<file path="config.mk">
export PLATFORM = sky130hd
export DESIGN_NAME = mux_n_reg
export DESIGN_NICKNAME = d
export VERILOG_FILES = /design/src/rtl/mux_pkg.sv /design/src/rtl/mux_n_sel.sv /design/src/rtl/mux_n_reg.sv
export SDC_FILE = /design/constraint.sdc
export NUM_CORES = 1
export LEC_CHECK = 0
export ABC_AREA = 1
export BUFFER_PORTS_ARGS = -buffer_cell sky130_fd_sc_hd__buf_2
export CELL_PAD_IN_SITES_DETAIL_PLACEMENT = 0
export CELL_PAD_IN_SITES_GLOBAL_PLACEMENT = 1
export CORE_ASPECT_RATIO = 1.25
export CORE_MARGIN = 5
export CORE_UTILIZATION = 28
export DETAILED_ROUTE_END_ITERATION = 7
export PLACE_DENSITY = 0.91
export SKIP_LAST_GASP = 1
export SLEW_MARGIN = 20
export SYNTH_ARGS = -nofsm -noshare
export SYNTH_HDL_FRONTEND = slang
export SYNTH_SLANG_ARGS = --single-unit
</file>
<file path="constraint.sdc">
create_clock -name clk -period 3.8 [get_ports clk]
set_input_delay 0.57 -clock clk [delete_from_list [all_inputs] [get_ports clk]]
set_output_delay 0.57 -clock clk [all_outputs]
set_load 0.02 [all_outputs]
</file>
<file path="src/rtl/mux_pkg.sv">
// Shared definitions for the datapath word multiplexers: default widths and a
// constant-foldable ceiling log2 used to size select ports.
package mux_pkg;

  localparam int DEFAULT_WIDTH = 32;
  localparam int DEFAULT_CNT_W = 8;

  function automatic int clog2(input int value);
    int r;
    int v;
    r = 0;
    v = value - 1;
    while (v > 0) begin
      r++;
      v = v >> 1;
    end
    return r;
  endfunction

endpackage

</file>
<file path="src/rtl/mux_n_sel.sv">
// Combinational NUM_IN:1 word selector; out-of-range selects yield zero and
// raise range_err.
module mux_n_sel
  import mux_pkg::*;
#(
  parameter int WIDTH  = DEFAULT_WIDTH,
  parameter int NUM_IN = 3,
  parameter int SEL_W  = clog2(NUM_IN)
) (
  input  logic [SEL_W-1:0]        sel,
  input  logic [NUM_IN*WIDTH-1:0] din,
  output logic [WIDTH-1:0]        word,
  output logic                    range_err
);

  always_comb begin
    word      = '0;
    range_err = (int'(sel) >= NUM_IN);
    for (int k = 0; k < NUM_IN; k++) begin
      if (int'(sel) == k) begin
        word = din[k*WIDTH +: WIDTH];
      end
    end
  end

endmodule

</file>
<file path="src/rtl/mux_n_reg.sv">
// Registered N:1 word multiplexer with valid/ready handshake, out-of-range
// select flag and a sticky saturating select-error counter.
module mux_n_reg
  import mux_pkg::*;
#(
  parameter int WIDTH  = DEFAULT_WIDTH,
  parameter int NUM_IN = 3,
  parameter int SEL_W  = clog2(NUM_IN),
  parameter int CNT_W  = DEFAULT_CNT_W
) (
  input  logic                    clk,
  input  logic                    rst,
  input  logic                    in_valid,
  output logic                    in_ready,
  input  logic [SEL_W-1:0]        sel,
  input  logic [NUM_IN*WIDTH-1:0] din,
  output logic                    out_valid,
  input  logic                    out_ready,
  output logic [WIDTH-1:0]        dout,
  output logic                    sel_err,
  input  logic                    err_clr,
  output logic [CNT_W-1:0]        err_cnt
);

  function automatic logic [CNT_W-1:0] sat_inc(input logic [CNT_W-1:0] c);
    return (&c) ? c : c + CNT_W'(1);
  endfunction

  logic [WIDTH-1:0] word_p0;
  logic             range_err_p0;
  logic             accept;

  logic             vld_p1;
  logic [WIDTH-1:0] data_p1;
  logic             err_p1;
  logic [CNT_W-1:0] cnt_p1;

  // Stage p0: combinational selection from the upstream word set.
  mux_n_sel #(
    .WIDTH (WIDTH),
    .NUM_IN(NUM_IN),
    .SEL_W (SEL_W)
  ) u_sel (
    .sel      (sel),
    .din      (din),
    .word     (word_p0),
    .range_err(range_err_p0)
  );

  assign in_ready = !vld_p1 || out_ready;
  assign accept   = in_valid && in_ready;

  // Stage p1: output register; a held word stays put until drained.
  always_ff @(posedge clk) begin
    if (rst) begin
      vld_p1  <= 1'b0;
      data_p1 <= '0;
      err_p1  <= 1'b0;
    end else if (accept) begin
      vld_p1  <= 1'b1;
      data_p1 <= word_p0;
      err_p1  <= range_err_p0;
    end else if (out_ready) begin
      vld_p1  <= 1'b0;
    end
  end

  // A clear coinciding with an erroring accept keeps that error counted.
  always_ff @(posedge clk) begin
    if (rst) begin
      cnt_p1 <= '0;
    end else if (err_clr) begin
      cnt_p1 <= (accept && range_err_p0) ? CNT_W'(1) : '0;
    end else if (accept && range_err_p0) begin
      cnt_p1 <= sat_inc(cnt_p1);
    end
  end

  assign out_valid = vld_p1;
  assign dout      = data_p1;
  assign sel_err   = err_p1;
  assign err_cnt   = cnt_p1;

endmodule
</file>
# --- Yosys cells after proc, flatten, opt, wreduce, memory -nomap -nowiden ---
# Index checks and enable logic that the tools add are counted.
totals:
  regBits: 42
  output_inout_bits: 43
  input_bits: 103
  word_cells: 27
op_classes:
  eq_ne: 3
  n_mux: 9
  order_cmp: 1
  reduce_logical: 9
  n_addsub: 1
op_table:
  columns: ["op", "n"]
  rows:
  - ["$mux W32", 3]
  - ["$mux W8", 3]
  - ["$add A8 B1 Y8 const B", 1]
  - ["$reduce_and A8 Y1", 1]
  - ["$eq A2 B2 Y1 const B", 2]
  - ["$reduce_bool A2 Y1", 2]
  - ["$mux W1", 3]
  - ["$ge A2 B2 Y1 const B", 1]
  - ["$logic_and A1 B1 Y1", 2]
  - ["$logic_not A2 Y1", 1]
  - ["$ne A2 B2 Y1 const B", 1]
  - ["$reduce_and A2 Y1", 1]
  - ["$logic_not A1 Y1", 1]
  - ["$logic_or A1 B1 Y1", 1]

# --- Longest topological paths before layout ---
depth:
  depth_word: 6
  ltp_mapped: 9
  mapped_depth_nobuf: 9

# --- By module ---
# Synthesis repeated with hierarchy kept, for this count alone.
unflattened:
  cells_unflattened: 372
  hier_area_um2: 2477.4
modules_own_cells:
  columns: ["mod", "area_per_inst_um2", "n_inst", "cells_per_inst", "seq_area_each_um2"]
  rows:
  - ["mux_n_reg", 1687.9, 1, 222, 840.8]
  - ["mux_n_sel", 789.5, 1, 150, 0.0]

# --- Worst setup path after synthesis ---
# No wires, ideal clock.
synth_path:
  path_kind: "input to register"
  startpoint: "input port out_ready"
  endpoint: "register cnt_p1[3] (netlist: err_cnt[3])"
  path_slack_ps: 2330
  setup_time_ps: 109
  t_required_ps: 3691
  path_buffers: 0
  arrival_time_ps: 1362
  stages: 9
  cell_sequence: "inv_1 nand2_2 nand2_2 nor2_2 nand2_1 nand2_1 nand2_1 nand2_1 inv_1"
synth_between:
  elab_chain_cells: 5
synth_rtl:
  columns: ["element", "line", "rtl"]
  rows:
  - ["start: declaration", "mux_n_reg.sv:18", "input logic out_ready,"]
  - ["$logic_or A1 B1 Y1", "mux_n_reg.sv:50", "assign in_ready = !vld_p1 || out_ready;"]
  - ["named net in_ready", "mux_n_reg.sv:14", "output logic in_ready,"]
  - ["$logic_and A1 B1 Y1", "mux_n_reg.sv:51", "assign accept = in_valid && in_ready;"]
  - ["$logic_and A1 B1 Y1", "mux_n_reg.sv:74", "end else if (accept && range_err_p0) begin"]
  - ["$reduce_bool A2 Y1 (no source line)", null, null]
  - ["$reduce_and A2 Y1 (no source line)", null, null]
  - ["end signal: assignment", "mux_n_reg.sv:73", "cnt_p1 <= (accept && range_err_p0) ? CNT_W'(1) : '0;"]
  - ["end signal: assignment", "mux_n_reg.sv:75", "cnt_p1 <= sat_inc(cnt_p1);"]
  - ["end: declaration", "mux_n_reg.sv:36", "logic [CNT_W-1:0] cnt_p1;"]
# The timed path passes the listed nets, and every way through them passes these cells.
# A chain may end at the register's enable or synchronous reset.

# --- Worst setup path in the final report ---
layout_path:
  startpoint: "input port out_ready"
  endpoint: "register data_p1[2] (netlist: dout[2])"
layout_between:
  elab_chain_cells: 2
layout_rtl:
  columns: ["element", "line", "rtl"]
  rows:
  - ["$logic_or A1 B1 Y1", "mux_n_reg.sv:50", null]
  - ["$logic_and A1 B1 Y1", "mux_n_reg.sv:51", null]
  - ["end signal: assignment", "mux_n_reg.sv:61", "data_p1 <= word_p0;"]
  - ["end: declaration", "mux_n_reg.sv:34", "logic [WIDTH-1:0] data_p1;"]
# Every way passes these cells.

==> qor.txt <==
layout cells sized above 1 -> 35.3%
Setup TNS Final -> 0 ps
Comb pwr share -> 23.5%
register clock-pin slew on the reported worst setup and hold paths -> 80 ps
row count -> 35
Pwr per Cell Area -> 337 mW/mm^2
Clock Skews -> 3.39 ps
Max Freq -> 0.448 GHz
crit-path cells -> buf_2 -> inv_1 -> nand2_2 -> nand2_2 -> inv_1 -> o21ai_0 -> a31oi_1
die outline height -> 107 um
P&R area growth vs syn -> 41.1%
via/cell ratio -> 4.85
io pins -> 146
Worst Hold Class -> reg -> reg
routed via count -> 2630
total track usage -> 15.3%
clk_lat worst skew -> 290 ps
initial DRC count -> 93
RSZ-0062 raised after global routing -> no
Syn. warnings -> 0
Antenna Cells -> 0
overall routed net length -> 7.47 mm
Crit-path slowest cell -> inv_1
VDD IR-drop max -> 145 uV
hold depth -> 2
Final Cycle Share -> 58.8%
TritonCTS clock tree -> built
Seq/Total Area, Yosys -> 40.3%
Final nets -> 554
Critical Path Start Type -> primary input
Worst Reg-to-Reg Cells -> 5
total power -> 994 uW
Detail Route Antenna Nets -> 0
area occupied by multi-input gates -> 0.00109 sq mm
Port Buffers -> 145
vias in the first global route -> 2529
Core ar. -> 0.00731 sq mm
P_sw -> 305 uW
area of the mapped netlist -> 0.00209 sq mm
Pint -> 689 uW
Worst-Margin Slew -> 919 ps
die area -> 0.00929 sq mm
Clock Power Share -> 27.6%
Worst Path Arrival -> 2410 ps
maxcap violations -> 0
Sequential Area -> 841 sq um
CTS Root Cell -> clkbuf_8
most frequent cells in the layout -> 145 x buf_2, 99 x nand2_1, 42 x dfxtp_1
Hold Buf Count CTS -> 0
status -> finished, final reports clean
first-pass GRT wire length -> 11.4 mm
max incr delay on CP -> 620 ps
Max H-tree Level -> 2
Max clock buf depth -> 2
RD Place Congestion -> 0.764
Critical Path RT -> 3970 ps
Gates resized, CTS repair -> 0
Die W -> 87.2 um
Mean Syn Cell Area -> 6.67 sq um
leakage -> 0.00146 uW
# fillers -> 798
largest net degree at the start of global routing -> 37
Setup crit end kind -> flip-flop
Pins Over Slew Limit -> 0
Mapped Nets -> 417
Rel. slew slack -> 38.6%
post-synth cell types -> 16
Worst Setup Path Type -> in -> reg
post-DP HPWL -> 5.58 mm
Initial Util -> 28.5%
CTS sink count -> 42
drt first pass iters -> 4
Tmin final -> 2230 ps
GRT Residual Overflow -> 0
number of synthesized register bits -> 42
switching fraction of total power -> 30.7%
Post-CTS Setup Bufs -> 0
Syn Inst Count -> 313
worst hold slack -> 469 ps
commonest non-fill, non-tap cell in the layout -> buf_2
sequential power share -> 48.9%
Remaining DRCs -> 0
final hold viol count -> 0
Avg WL per Cell -> 13.8 um
initial antenna violation count -> 1
Num CTS Buffers -> 5
Setup Viol. Count Final -> 0
Max FO, Critical Path -> 36
-- final timing paths --
check,startpoint,to,slack (ps)
worst max-delay path,out_ready,dout[2],1570
worst min-delay path,sel_err,sel_err,470
worst max register to register,out_valid,dout[2],1640
worst min register to register,sel_err,sel_err,470
-- sequential cells by signal (all words and copies together), names as in the netlist --
signal,count
sel_err,1
dout,32
out_valid,1
err_cnt,8
-- cells by family after synthesis --
group	share of synthesized area, %
simple gates	24.5
fa+ha+maj	0.599
compound gates	27.0
flops	40.3
buf+inv	7.61
-- worst max-delay path, delay by kind of cell --
kind / cells / cell delay [ps]
buffers and inverters: 3 / 760
and+or+nand+nor: 2 / 630
AOI/OAI and AO/OA: 2 / 420
-- layout make-up --
class / count / area share, %
Tap cell: 92 / 3.91
Inverter: 20 / 2.55
Clock buffer: 7 / 2.59
Timing Repair Buffer: 148 / 25.4
Sequential cell: 42 / 28.5
Multi-Input combinational cell: 233 / 37.0
-- power by group through the flow --
stage          clock [uW]  sequential (uW)  combinational, uW
2_1_floorplan           0              532               90.0
3_3_place_gp            0              496                233
3_5_place_dp            0              495                236
4_1_cts               288              486                236
5_1_grt               304              490                258
6_report              274              486                234
-- Yosys cell counts --
master    number  area, sq um
a21boi_0       1         7.51
a21oi_1       36          180
a31oi_1       32          200
buf_1          2         7.51
buf_2         13         65.1
clkbuf_1       3         11.3
dfxtp_1       42          841
ha_1           1         12.5
inv_1         20         75.1
nand2_1       99          372
nand2_2        2         12.5
nand3_1       15         75.1
nor2_1         9         33.8
nor2_2         3         18.8
o21ai_0       34          170
o21ai_1        1         5.00
-- per-stage QoR --
step / instance area [sq um] / std cells / setup slack (ps) / util, %
CTS: 2950 / 542 / 1550 / 40.3
detailed placement: 2870 / 535 / 1240 / 39.2
floorplan: 2090 / 313 / 2330 / -
finish: 2950 / 542 / 1570 / 40.3
global route: 2950 / 542 / 1370 / 40.3
global placement: 2870 / 535 / 1340 / 39.2
-- layer usage --
metal / part of all wire, % / vias to the layer above / wire [um] / GRT usage [%]
li1: - / 1331 / - / -
met1: 41 / 1185 / 3050 / 18.2
met2: 50 / 104 / 3700 / 26.3
met3: 8.2 / 8 / 610 / 4.34
met4: 1.3 / 2 / 96 / 4.50
met5: 0.17 / - / 13 / 0
(Power assumes the default switching activity.)
